`src/rtl/mdu_issue_ctrl_if.sv`:
```
// Pipeline request/response and MDU Start/Busy signals of the MDU issue controller.
// slave is the controller's view; master is the environment's (pipeline + MDU).
interface mdu_issue_ctrl_if;
    logic        req_valid;
    logic        req_ready;
    logic [3:0]  req_op;
    logic [31:0] req_a;
    logic [31:0] req_b;
    logic        resp_valid;
    logic [31:0] resp_data;
    logic        pending;
    logic        err;
    logic [3:0]  mdu_ctrl;
    logic [31:0] mdu_d1;
    logic [31:0] mdu_d2;
    logic        mdu_start;
    logic        mdu_busy;
    logic [31:0] mdu_out;

    modport slave (
        input  req_valid, req_op, req_a, req_b, mdu_busy, mdu_out,
        output req_ready, resp_valid, resp_data, pending, err,
               mdu_ctrl, mdu_d1, mdu_d2, mdu_start
    );

    modport master (
        output req_valid, req_op, req_a, req_b, mdu_busy, mdu_out,
        input  req_ready, resp_valid, resp_data, pending, err,
               mdu_ctrl, mdu_d1, mdu_d2, mdu_start
    );
endinterface

```
`src/rtl/mdu_issue_ctrl.sv`:
```
// Initiator side of the MDU Start/Busy protocol: buffers pipeline MDU ops in a FIFO,
// issues them one at a time while the MDU is idle, and returns mfhi/mflo data.
module mdu_issue_ctrl #(
    parameter int unsigned DEPTH   = 2,
    parameter int unsigned TIMEOUT = 16
) (
    input logic          clk,
    input logic          reset,
    mdu_issue_ctrl_if.slave bus
);
    localparam int unsigned PTR_W  = $clog2(DEPTH);
    localparam int unsigned CNT_W  = PTR_W + 1;
    localparam int unsigned WAIT_W = $clog2(TIMEOUT + 1);

    typedef enum logic [1:0] {IDLE, WAIT_RISE, WAIT_FALL} state_t;

    state_t             state_q, state_d;
    logic [CNT_W-1:0]   count_q, count_d;
    logic [PTR_W-1:0]   wr_ptr_q, wr_ptr_d;
    logic [PTR_W-1:0]   rd_ptr_q, rd_ptr_d;
    logic [WAIT_W-1:0]  wait_cnt_q, wait_cnt_d;
    logic               err_q, err_d;
    logic               resp_valid_q, resp_valid_d;
    logic [31:0]        resp_data_q, resp_data_d;

    logic [3:0]         op_mem [DEPTH];
    logic [31:0]        a_mem  [DEPTH];
    logic [31:0]        b_mem  [DEPTH];

    logic               push, pop, issue;
    logic               req_ready;
    logic [3:0]         head_op;
    logic [31:0]        head_a, head_b;
    logic               head_is_start, head_is_mf;
    logic [3:0]         mdu_ctrl;
    logic [31:0]        mdu_d1, mdu_d2;
    logic               mdu_start;

    assign head_op       = op_mem[rd_ptr_q];
    assign head_a        = a_mem[rd_ptr_q];
    assign head_b        = b_mem[rd_ptr_q];
    assign head_is_start = (head_op >= 4'd1) && (head_op <= 4'd4);
    assign head_is_mf    = (head_op == 4'd7) || (head_op == 4'd8);

    assign req_ready = (count_q != CNT_W'(DEPTH));
    assign push      = bus.req_valid && req_ready && (bus.req_op >= 4'd1) && (bus.req_op <= 4'd8);
    // Only issue from IDLE into an idle MDU; a busy MDU in IDLE belongs to someone else.
    assign issue     = (state_q == IDLE) && (count_q != '0) && !bus.mdu_busy && !reset;
    assign pop       = issue;

    // FIFO pointer/count bookkeeping
    always_comb begin
        wr_ptr_d = wr_ptr_q;
        rd_ptr_d = rd_ptr_q;
        count_d  = count_q;
        if (push) wr_ptr_d = wr_ptr_q + PTR_W'(1);
        if (pop)  rd_ptr_d = rd_ptr_q + PTR_W'(1);
        if (push && !pop)      count_d = count_q + CNT_W'(1);
        else if (pop && !push) count_d = count_q - CNT_W'(1);
    end

    always_ff @(posedge clk) begin
        if (push) begin
            op_mem[wr_ptr_q] <= bus.req_op;
            a_mem[wr_ptr_q]  <= bus.req_a;
            b_mem[wr_ptr_q]  <= bus.req_b;
        end
    end

    // Next-state logic
    always_comb begin
        state_d    = state_q;
        wait_cnt_d = wait_cnt_q;
        err_d      = err_q;
        unique case (state_q)
            IDLE: begin
                if (issue && head_is_start) state_d = WAIT_RISE;
            end
            WAIT_RISE: begin
                wait_cnt_d = '0;
                if (bus.mdu_busy) begin
                    state_d = WAIT_FALL;
                end else begin
                    state_d = IDLE;
                    err_d   = 1'b1;
                end
            end
            WAIT_FALL: begin
                if (!bus.mdu_busy) begin
                    state_d    = IDLE;
                    wait_cnt_d = '0;
                end else if (wait_cnt_q == WAIT_W'(TIMEOUT - 1)) begin
                    state_d    = IDLE;
                    wait_cnt_d = '0;
                    err_d      = 1'b1;
                end else begin
                    wait_cnt_d = wait_cnt_q + WAIT_W'(1);
                end
            end
            default: state_d = IDLE;
        endcase
    end

    // Output logic: the MDU bus is zero except on the single issue cycle
    always_comb begin
        mdu_ctrl     = '0;
        mdu_d1       = '0;
        mdu_d2       = '0;
        mdu_start    = 1'b0;
        resp_valid_d = 1'b0;
        resp_data_d  = resp_data_q;
        if (issue) begin
            mdu_ctrl  = head_op;
            mdu_d1    = head_a;
            mdu_d2    = head_b;
            mdu_start = head_is_start;
            if (head_is_mf) begin
                resp_valid_d = 1'b1;
                resp_data_d  = bus.mdu_out;
            end
        end
    end

    always_ff @(posedge clk) begin
        if (reset) begin
            state_q    <= IDLE;
            wait_cnt_q <= '0;
            err_q      <= 1'b0;
        end else begin
            state_q    <= state_d;
            wait_cnt_q <= wait_cnt_d;
            err_q      <= err_d;
        end
    end

    always_ff @(posedge clk) begin
        if (reset) begin
            count_q      <= '0;
            wr_ptr_q     <= '0;
            rd_ptr_q     <= '0;
            resp_valid_q <= 1'b0;
            resp_data_q  <= '0;
        end else begin
            count_q      <= count_d;
            wr_ptr_q     <= wr_ptr_d;
            rd_ptr_q     <= rd_ptr_d;
            resp_valid_q <= resp_valid_d;
            resp_data_q  <= resp_data_d;
        end
    end

    assign bus.req_ready  = req_ready;
    assign bus.resp_valid = resp_valid_q;
    assign bus.resp_data  = resp_data_q;
    assign bus.pending    = (count_q != '0) || (state_q != IDLE);
    assign bus.err        = err_q;
    assign bus.mdu_ctrl   = mdu_ctrl;
    assign bus.mdu_d1     = mdu_d1;
    assign bus.mdu_d2     = mdu_d2;
    assign bus.mdu_start  = mdu_start;
endmodule

```
`src/flat_wrapper.sv`:
```
// flat-port wrapper written by rule: the top's interface ports become plain ports
module mdu_issue_ctrl_flat 
#(
    parameter int unsigned DEPTH   = 2,
    parameter int unsigned TIMEOUT = 16
)
  (clk, reset, bus_req_valid, bus_req_op, bus_req_a, bus_req_b, bus_mdu_busy, bus_mdu_out, bus_req_ready, bus_resp_valid, bus_resp_data, bus_pending, bus_err, bus_mdu_ctrl, bus_mdu_d1, bus_mdu_d2, bus_mdu_start);
  mdu_issue_ctrl_if bus_i ();
  input logic clk;
  input logic reset;
  input wire logic [$bits(bus_i.req_valid)-1:0] bus_req_valid;
  input wire logic [$bits(bus_i.req_op)-1:0] bus_req_op;
  input wire logic [$bits(bus_i.req_a)-1:0] bus_req_a;
  input wire logic [$bits(bus_i.req_b)-1:0] bus_req_b;
  input wire logic [$bits(bus_i.mdu_busy)-1:0] bus_mdu_busy;
  input wire logic [$bits(bus_i.mdu_out)-1:0] bus_mdu_out;
  output wire logic [$bits(bus_i.req_ready)-1:0] bus_req_ready;
  output wire logic [$bits(bus_i.resp_valid)-1:0] bus_resp_valid;
  output wire logic [$bits(bus_i.resp_data)-1:0] bus_resp_data;
  output wire logic [$bits(bus_i.pending)-1:0] bus_pending;
  output wire logic [$bits(bus_i.err)-1:0] bus_err;
  output wire logic [$bits(bus_i.mdu_ctrl)-1:0] bus_mdu_ctrl;
  output wire logic [$bits(bus_i.mdu_d1)-1:0] bus_mdu_d1;
  output wire logic [$bits(bus_i.mdu_d2)-1:0] bus_mdu_d2;
  output wire logic [$bits(bus_i.mdu_start)-1:0] bus_mdu_start;
  assign bus_i.req_valid = bus_req_valid;
  assign bus_i.req_op = bus_req_op;
  assign bus_i.req_a = bus_req_a;
  assign bus_i.req_b = bus_req_b;
  assign bus_i.mdu_busy = bus_mdu_busy;
  assign bus_i.mdu_out = bus_mdu_out;
  assign bus_req_ready = bus_i.req_ready;
  assign bus_resp_valid = bus_i.resp_valid;
  assign bus_resp_data = bus_i.resp_data;
  assign bus_pending = bus_i.pending;
  assign bus_err = bus_i.err;
  assign bus_mdu_ctrl = bus_i.mdu_ctrl;
  assign bus_mdu_d1 = bus_i.mdu_d1;
  assign bus_mdu_d2 = bus_i.mdu_d2;
  assign bus_mdu_start = bus_i.mdu_start;
  mdu_issue_ctrl #(.DEPTH(DEPTH), .TIMEOUT(TIMEOUT)) u_core (.clk(clk), .reset(reset), .bus(bus_i));
endmodule
```
`config.mk`:
```
export PLATFORM = sky130hd
export DESIGN_NAME = mdu_issue_ctrl_flat
export DESIGN_NICKNAME = d
export VERILOG_FILES = /design/src/rtl/mdu_issue_ctrl_if.sv /design/src/rtl/mdu_issue_ctrl.sv /design/src/flat_wrapper.sv
export SDC_FILE = /design/constraint.sdc
export NUM_CORES = 1
export LEC_CHECK = 0
export BUFFER_PORTS_ARGS = -buffer_cell sky130_fd_sc_hd__buf_2
export CAP_MARGIN = 40
export CORE_MARGIN = 2
export CORE_UTILIZATION = 45
export DETAILED_ROUTE_END_ITERATION = 12
export GPL_ROUTABILITY_DRIVEN = 0
export PLACE_DENSITY = 0.74
export SYNTH_ARGS = -nofsm -noshare
export SYNTH_HDL_FRONTEND = slang
export SYNTH_SLANG_ARGS = --single-unit
```
`constraint.sdc`:
```
create_clock -name clk -period 9.8 [get_ports clk]
set_input_delay 0.98 -clock clk [delete_from_list [all_inputs] [get_ports clk]]
set_output_delay 0.98 -clock clk [all_outputs]
set_load 0.05 [all_outputs]
```
==> impl_results.md, run 1 <==
* Crit Path Max Fanout at 51
* Mean post-synth cell area at 13.7 um2
* Register Area at 5010 um2
* WL/cell at 14.9 um
* CTS buffer count at 17
* PostCTS Resize Cnt at 0
* Die W at 130 um
* DRT antenna net count at 0
* Hold Vio Cnt, Final at 0
* R2R depth at 7
* Initial antenna violation count at 3
* R2r endpoint: u_core.bus.resp_data[27]
* Post-Synthesis Cells at 520
* Detailed placer's ending HPWL at 9750 um
* Post-CTS Hold Buffers at 0
* Final Max Tran Viols at 0
* EDFF count, synth at 136
* Seq cells post-synth at 182
* Root Driver: clkbuf_16
* Crit path DAT at 2780 ps
* Die ar. at 16900 um2
* H-tree depth at 4
* Cell mode on critical path: buf_2
* Grt ovf at 0
* FP Rows at 46
* Number of vias per cell at 4.83
* Hold endpoint: u_core.wait_cnt_q[4]
* Mapped cell area at 7140 um2
* CP peak stage delay at 490 ps
* Non-filler instance count after layout at 955
* Sink Count at 182
* Fin crit period at 3760 ps
* Synthesis Warnings at 0
* Final WS setup at 6040 ps
* Nets at 834
* Status: finished clean
* Setup TNS at 0 ps
* Postcts setup bufs at 0
* Clk buf depth at 2
* Endpoints failing setup at 0
* Yosys top cell by area: edfxtp_1
* First-pass GRT wire length at 21100 um
* Total wire length at 14200 um
* Power Density at 221 nW/um2
* Multi-input gate area at 1850 um2
* Register area share after synthesis at 70.1%
* Placed Cells at 921
* Global Route Usage Sum at 16.6%
* I/O Buffers at 208
* Crit path buffers/inverters at 4
* Hold path depth at 2
* Fillcell total at 1257
* Fin crit share at 38.4%
* Ys async rst share at 0%
* # Max-Cap Violations at 0
* DRC Markers at 0
* Area growth syn-to-layout at 25.9%
* Library cells used by synthesis at 33
* Clock latency on the worst-skew pair at 420 ps
* Synth top area cells: edfxtp_1 (57%), dfxtp_1 (13%), mux2i_1 (9.9%)
* Commonest non-fill, non-tap cells in the layout: buf_2 (208), edfxtp_1 (136), nor2_1 (82), mux2i_1 (71), dfxtp_1 (45)
* Vias in the first global route at 4305
* Hold_sp: u_core.wait_cnt_q[4]
* Clk_skew at 8.00 ps
* Hold Path Class: flip-flop to flip-flop
* Worst VDD drop at 0.000109 V
* RSZ-0062 raised after global routing: false
* Syn Nets at 630
* CTS tree: done
* Top_reg_cell synth: edfxtp_1
* Crit end category: primary output
* Post-synth top area share at 57.2%
* Worst rel slew slack at 43.4%
* Area of the core at 15700 um2
* Initial core utilization at 45.5%
* IO Pins at 209
* Flop2flop setup slack at 6900 ps
* Max Fclk at 266 MHz
* Critical path class: primary input to primary output
* Critical-path top delay cell: nor4b_4
* Largest net degree at the start of global routing at 66
* Post-Place Worst Slack at 5980 ps
* Initial DRC Count at 253
* Cell Chain, Critical Path: buf_2 -> nor4b_4 -> inv_2 -> buf_12 -> nor2_1 -> buf_2
* CTS clk-pin slew, worst paths at 70 ps
* Top delay family on crit path: buffers and inverters
* Commonest non-fill, non-tap cell in the layout: buf_2
* Lkg Pwr at 0.00367 uW
* Vias at 4609
* Layout cell share with drive strength beyond 1 at 34.1%
* WP data required at 8820 ps
* Setup crit start kind: primary input
* Die H at 130 um
* Worst Tran Pin Value at 847 ps
* Pre-Repair DR Iteration Count at 4
## where the power goes
part           leakage [uW]  switching (uW)  total [uW]  internal [uW]
clock network      0.000297             283         712            429
registers           0.00162            30.6         913            883
logic               0.00176             246         365            119
total               0.00367             560        1990           1430
## metrics by stage
stage / hold slack [ps] / instance area (um2) / util, % / power, uW
floorplan: 440 / 7140 / - / 1210
global route: 506 / 8990 / 57.2 / 2070
CTS: 486 / 8990 / 57.2 / 2010
global placement: 451 / 8340 / 53.1 / 1290
finish: 487 / 9000 / 57.3 / 1990
detailed placement: 471 / 8360 / 53.2 / 1300
## worst max-delay path by stage
stage / start / to / slack [ps] / cells after the start
finish: reset / bus_mdu_d2[13] / 6040 / 6
detailed placement: reset / bus_mdu_ctrl[3] / 5980 / 6
global placement: reset / bus_mdu_ctrl[0] / 5830 / 5
CTS: reset / bus_mdu_ctrl[3] / 5990 / 6
global route: reset / bus_mdu_d2[31] / 5860 / 6
floorplan: bus_req_op[2] / u_core.a_mem[0][0] / 4930 / 4
## metal layers
layer | track usage, % | vias up | routed length, um
met5 | 0 | - | 24
met4 | 5.69 | 4 | 195
met3 | 6.52 | 18 | 1200
met2 | 27.9 | 186 | 7070
met1 | 19.7 | 2150 | 5740
li1 | - | 2251 | -
## tightest hold or removal path, delay by kind of cell, from the launching register on
family | cells | cell delay, ps
flops | 1 | 330
simple gates | 1 | 70
compound gates | 1 | 40
## logic make-up after synthesis
family          after synthesis  synth area share [%]
flops                       182                  70.1
simple gates                142                  10.2
mux                          72                  10.2
buf+inv                      67                  4.40
compound gates               45                  3.36
xor+xnor                      6                 0.736
fa+ha+maj                     6                  1.05
## state kept, by name (all words and copies together), names as in the netlist, named ones only
signal and count:
u_core.op_mem 8, u_core.bus.resp_valid 1, u_core.wr_ptr_q 1, u_core.rd_ptr_q 1, u_core.bus.resp_data 32, u_core.count_q 2
u_core.bus.err 1, u_core.b_mem 64, u_core.state_q 2, u_core.a_mem 64, u_core.wait_cnt_q 5
## synthesized netlist by cell type, types with 2 or more instances
cell and number:
edfxtp_1 136, nor2_1 84, mux2i_1 71, dfxtp_1 46, inv_1 38, nand3b_1 33, o21ai_0 26, clkbuf_1 13
o21ai_1 9, buf_2 8, buf_6 7, ha_1 6, nand2b_1 6, a21oi_1 5, nand3_1 4, xnor2_1 4
nor3_1 3, nor3b_1 3, nand2_1 2, nor4_1 2, xor2_1 2
## final cells by class
cell class / instances / share of cell area (%)
inverters: 39 / 1.63
well taps: 216 / 3.00
flip-flops and latches: 182 / 55.7
diodes: 3 / 0.0834
multi-input cells: 271 / 20.5
clock buffers: 17 / 4.73
clock inverters: 14 / 2.23
repair buffers: 213 / 12.1
Power figures use the tool's default switching activity.
==> inputs of run 2 (changes only) <==
==> constraint.sdc (replaced) <==
create_clock -name clk -period 3.5 [get_ports clk]
set_input_delay 0.35 -clock clk [delete_from_list [all_inputs] [get_ports clk]]
set_output_delay 0.35 -clock clk [all_outputs]
set_load 0.05 [all_outputs]
==> impl_results.md, run 2 (same netlist as run 1, synthesis figures left out) <==
* Initial antenna violation count at 3
* Met1 wire length at 5810 um
* Clock latency on the worst-skew pair at 420 ps
* Worst rel slew slack at 49.0%
* Die ar. at 16900 um2
* CTS buffer count at 17
* Critical-path top delay cell: inv_2
* Setup crit start kind: flip-flop
* WP data required at 3150 ps
* Lkg Pwr at 0.00369 uW
* Metal3 WL at 1030 um
* Max Fclk at 333 MHz
* Pwr Total at 5640 uW
* Detailed placer's ending HPWL at 9850 um
* Setup TNS at 0 ps
* DRT antenna net count at 0
* Crit path DAT at 2650 ps
* PostCTS Resize Cnt at 0
* Clk buf depth at 2
* Fin crit share at 85.7%
* Pre-Repair DR Iteration Count at 4
* Crit end category: primary output
* H-tree depth at 4
* Fin crit period at 3000 ps
* Fin area at 9030 um2
* Post-CTS Hold Buffers at 0
* Final hold slack at 118 ps
* Grt ovf at 0
* Endpoints failing setup at 0
* Initial core utilization at 45.5%
* CTS clk-pin slew, worst paths at 70 ps
* DRC Markers at 0
* Cell Chain, Critical Path: inv_1 -> ha_1 -> nor4b_4 -> inv_2 -> buf_4 -> nor2_1 -> buf_2
* Number of vias per cell at 4.80
* IO Pins at 209
* Area growth syn-to-layout at 26.4%
* Commonest non-fill, non-tap cells in the layout: buf_2 (208), edfxtp_1 (136), nor2_1 (82), mux2i_1 (71), dfxtp_1 (45)
* Power Density at 625 nW/um2
* Fillcell total at 1238
* I/O Buffers at 208
* Nets at 834
* Vias at 4579
* RSZ-0062 raised after global routing: false
* Final Max Tran Viols at 0
* Commonest non-fill, non-tap cell in the layout: buf_2
* Root Driver: clkbuf_16
* Critical path class: flip-flop to primary output
* Area of the core at 15700 um2
* # Max-Cap Violations at 0
* Layout cell share with drive strength beyond 1 at 34.2%
* Met2 wire len at 7170 um
* Initial DRC Count at 300
* Status: finished clean
* CTS tree: done
* Clk_skew at 8.75 ps
* Worst VDD drop at 0.000320 V
* Die H at 130 um
* Worst Tran Pin Value at 763 ps
* Sink Count at 182
* Hold Path Class: primary input to flip-flop
* Crit Path Max Fanout at 42
* Postcts setup bufs at 0
* Vias in the first global route at 4437
* First-pass GRT wire length at 21400 um
* Die W at 130 um
* Hold Vio Cnt, Final at 0
* Placed cell areas at 8380 um2
* Global Route Usage Sum at 16.7%
* Post-Place Worst Slack at 751 ps
* WL/cell at 14.9 um
* Final WS setup at 500 ps
* Total wire length at 14200 um
* FP Rows at 46
* CP peak stage delay at 400 ps
* Largest net degree at the start of global routing at 66
* DR top layer: met5
==> run 2: worst paths after layout <==
| check | startpoint | endpoint | slack (ps) | depth (start not counted) |
|---|---|---|---|---|
| hold / removal | bus_req_b[1] | u_core.b_mem[0][1] | 120 | 1 |
| hold reg to reg | u_core.wait_cnt_q[4] | u_core.wait_cnt_q[4] | 470 | 2 |
| setup / recovery | u_core.state_q[0] | bus_mdu_d1[25] | 500 | 7 |
| setup reg to reg | u_core.state_q[0] | u_core.count_q[1] | 970 | 7 |
==> run 2: area by class of cell <==
cell class                 instances  area, um2  area share (%)
clock inverter                    15        223            2.47
inverter                          39        146            1.62
antenna                            1       2.50          0.0277
clock buffer                      17        425            4.71
timing repair buffer             213       1100            12.2
tap                              216        270            2.99
multi-input combinational        271       1850            20.5
sequential                       182       5010            55.5
==> run 2: stage by stage <==
step | util [%] | cells
6_report | 57.5 | 954
3_5_place_dp | 53.3 | 921
5_1_grt | 57.5 | 954
2_1_floorplan | - | 520
3_3_place_gp | 53.3 | 921
4_1_cts | 57.4 | 953
==> run 2: report_power, final <==
part / total, uW / switching, uW / internal, uW
logic: 1020 / 688 / 335
registers: 2560 / 87.9 / 2470
clock network: 2060 / 788 / 1270
total: 5640 / 1560 / 4080
==> run 2: critical path: cells and delay by family, from the launching register on <==
kind,cells,cell delay [ps]
DFF,1,330
adders and majority gates,1,240
buffers and inverters,4,1140
and+or+nand+nor,2,500
==> run 2: routing by layer <==
metal | GRT usage, % | up-vias
met1 | 19.1 | 2139
met4 | 5.50 | 4
li1 | - | 2250
met5 | 0 | -
met2 | 29.4 | 167
met3 | 5.70 | 19
==> inputs of run 3 (changes only) <==
--- a/config.mk
+++ b/config.mk
@@ -5,6 +5,7 @@
 export SDC_FILE = /design/constraint.sdc
 export NUM_CORES = 1
 export LEC_CHECK = 0
+export ABC_AREA = 1
 export BUFFER_PORTS_ARGS = -buffer_cell sky130_fd_sc_hd__buf_2
 export CAP_MARGIN = 40
 export CORE_MARGIN = 2
==> impl_results.md, run 3 <==
* Max Fclk at 342 MHz
* Hold Path Class: primary input to flip-flop
* Clock latency on the worst-skew pair at 420 ps
* Nets at 933
* Count leader, synth: nand2_1
* Register Area at 5010 um2
* Clk_skew at 7.50 ps
* Fin crit share at 83.5%
* Crit end category: primary output
* Die ar. at 16400 um2
* Commonest non-fill, non-tap cells in the layout: nand2_1 (224), buf_2 (208), edfxtp_1 (136), a21oi_1 (73), dfxtp_1 (45)
* Global Route Usage Sum at 19.1%
* Worst VDD drop at 0.000318 V
* Die H at 128 um
* Initial antenna violation count at 0
* Multi-input gate area at 1680 um2
* Number of vias per cell at 4.97
* Post-synth top cells: nand2_1 (224), edfxtp_1 (136), a21oi_1 (73)
* Crit Path Max Fanout at 37
* CP startpoint: u_core.state_q[1]
* Pre-Repair DR Iteration Count at 4
* R2R depth at 10
* Die W at 128 um
* Initial DRC Count at 398
* Lkg Pwr at 0.00386 uW
* EDFF count, synth at 136
* Fin crit period at 2920 ps
* ANT cells at 0
* Vias at 5082
* CTS clk-pin slew, worst paths at 60 ps
* CTS tree: done
* Initial core utilization at 45.8%
* Flop2flop setup slack at 1230 ps
* Top_reg_cell synth: edfxtp_1
* Fillcell total at 1287
* Total wire length at 15400 um
* Pwr Total at 5120 uW
* Clk buf depth at 2
* H-tree depth at 4
* Mapped cell area at 6910 um2
* Worst reg2reg path startpoint: u_core.state_q[1]
* Hold Vio Cnt, Final at 0
* IO Pins at 209
* Crit path DAT at 2570 ps
* Synthesis Warnings at 0
* Postcts setup bufs at 0
* DRT antenna net count at 0
* Post-CTS Hold Buffers at 0
* Yosys top cell by area: edfxtp_1
* Mean post-synth cell area at 11.2 um2
* Endpoints failing setup at 0
* R2r endpoint: u_core.count_q[1]
* Post-synth top area share at 59.1%
* Hold endpoint: u_core.b_mem[1][26]
* Worst rel slew slack at 55.5%
* Sink Count at 182
* FP Rows at 45
* CTS buffer count at 17
* Register area share after synthesis at 72.4%
* # Max-Cap Violations at 0
* WL/cell at 15.1 um
* Worst Tran Pin Value at 667 ps
* Setup crit start kind: flip-flop
* Vias in the first global route at 5019
* PostCTS Resize Cnt at 0
* Hold_sp: bus_req_b[26]
* Synth top area cells: edfxtp_1 (59%), dfxtp_1 (13%), nand2_1 (12%)
* Layout cell share with drive strength beyond 1 at 29.7%
* Ys async rst share at 0%
* Commonest non-fill, non-tap cell in the layout: nand2_1
* DRC Markers at 0
* Critical path class: flip-flop to primary output
* Detailed placer's ending HPWL at 10100 um
* Grt ovf at 0
* Setup TNS at 0 ps
* Root Driver: clkbuf_16
* Syn Nets at 729
* Hold path depth at 1
* Library cells used by synthesis at 23
* Status: finished clean
* Power Density at 592 nW/um2
* Post-Synthesis Cells at 619
* Area growth syn-to-layout at 24.9%
* Seq cells post-synth at 182
* Final Max Tran Viols at 0
* I/O Buffers at 208
* WP data required at 3150 ps
* Largest net degree at the start of global routing at 63
* Area of the core at 15100 um2
* First-pass GRT wire length at 24000 um
* RSZ-0062 raised after global routing: false
-- run 3: layout make-up --
cell class / instances / share of cell area (%)
flip-flops and latches: 182 / 58.0
multi-input cells: 378 / 19.5
repair buffers: 217 / 12.8
clock buffers: 21 / 5.10
well taps: 188 / 2.72
inverters: 27 / 1.19
clock inverters: 10 / 0.681
-- run 3: worst max-delay path: stages, from the launching register on --
cell	delay (ps)
dfxtp_1	330
inv_1	100
ha_1	190
inv_1	40
nor2_1	170
nand3_4	400
buf_4	410
a21oi_1	190
buf_2	290
-- run 3: power breakdown --
group          internal, uW  switching [uW]
Combinational           239             726
Clock                   894             746
Sequential             2460            49.4
Total                  3600            1520
-- run 3: how the worst max path moves through the flow --
stage,endpoint,cells past startpoint
after floorplan,u_core.a_mem[1][0],4
after global placement,bus_mdu_d2[27],8
after detailed placement,bus_mdu_d1[23],8
after CTS,bus_mdu_d1[23],8
after global routing,bus_mdu_d1[30],8
final,bus_mdu_d1[23],8
-- run 3: through the flow --
step / instances / hold WS, ps / setup WS [ps] / area (um2) / utilization (%)
finish: 1023 / 112 / 578 / 8640 / 57.2
floorplan: 619 / 417 / 564 / 6920 / -
CTS: 1023 / 94.2 / 515 / 8640 / 57.2
detailed placement: 992 / 431 / 983 / 8140 / 53.9
global placement: 992 / 429 / 1100 / 8140 / 53.9
global route: 1023 / 95.7 / 376 / 8640 / 57.2
-- run 3: kinds of logic (layout without fill, tap and decap cells) --
group	Yosys count	count (layout)	synth area share, %
buffers and inverters	59	275	3.64
muxes	1	1	0.145
AOI/OAI and AO/OA	82	82	6.12
and+or+nand+nor	288	288	16.5
DFF	182	182	72.4
adders and majority gates	6	6	1.09
xor gates and xnor gates	1	1	0.127
-- run 3: routing by layer --
metal / vias to the layer above / GRT usage (%) / routed length (um)
li1: 2500 / - / -
met1: 2344 / 23.3 / 6420
met2: 207 / 31.3 / 7440
met3: 31 / 6.14 / 1240
met4: 0 / 8.27 / 350
met5: - / 0 / 0
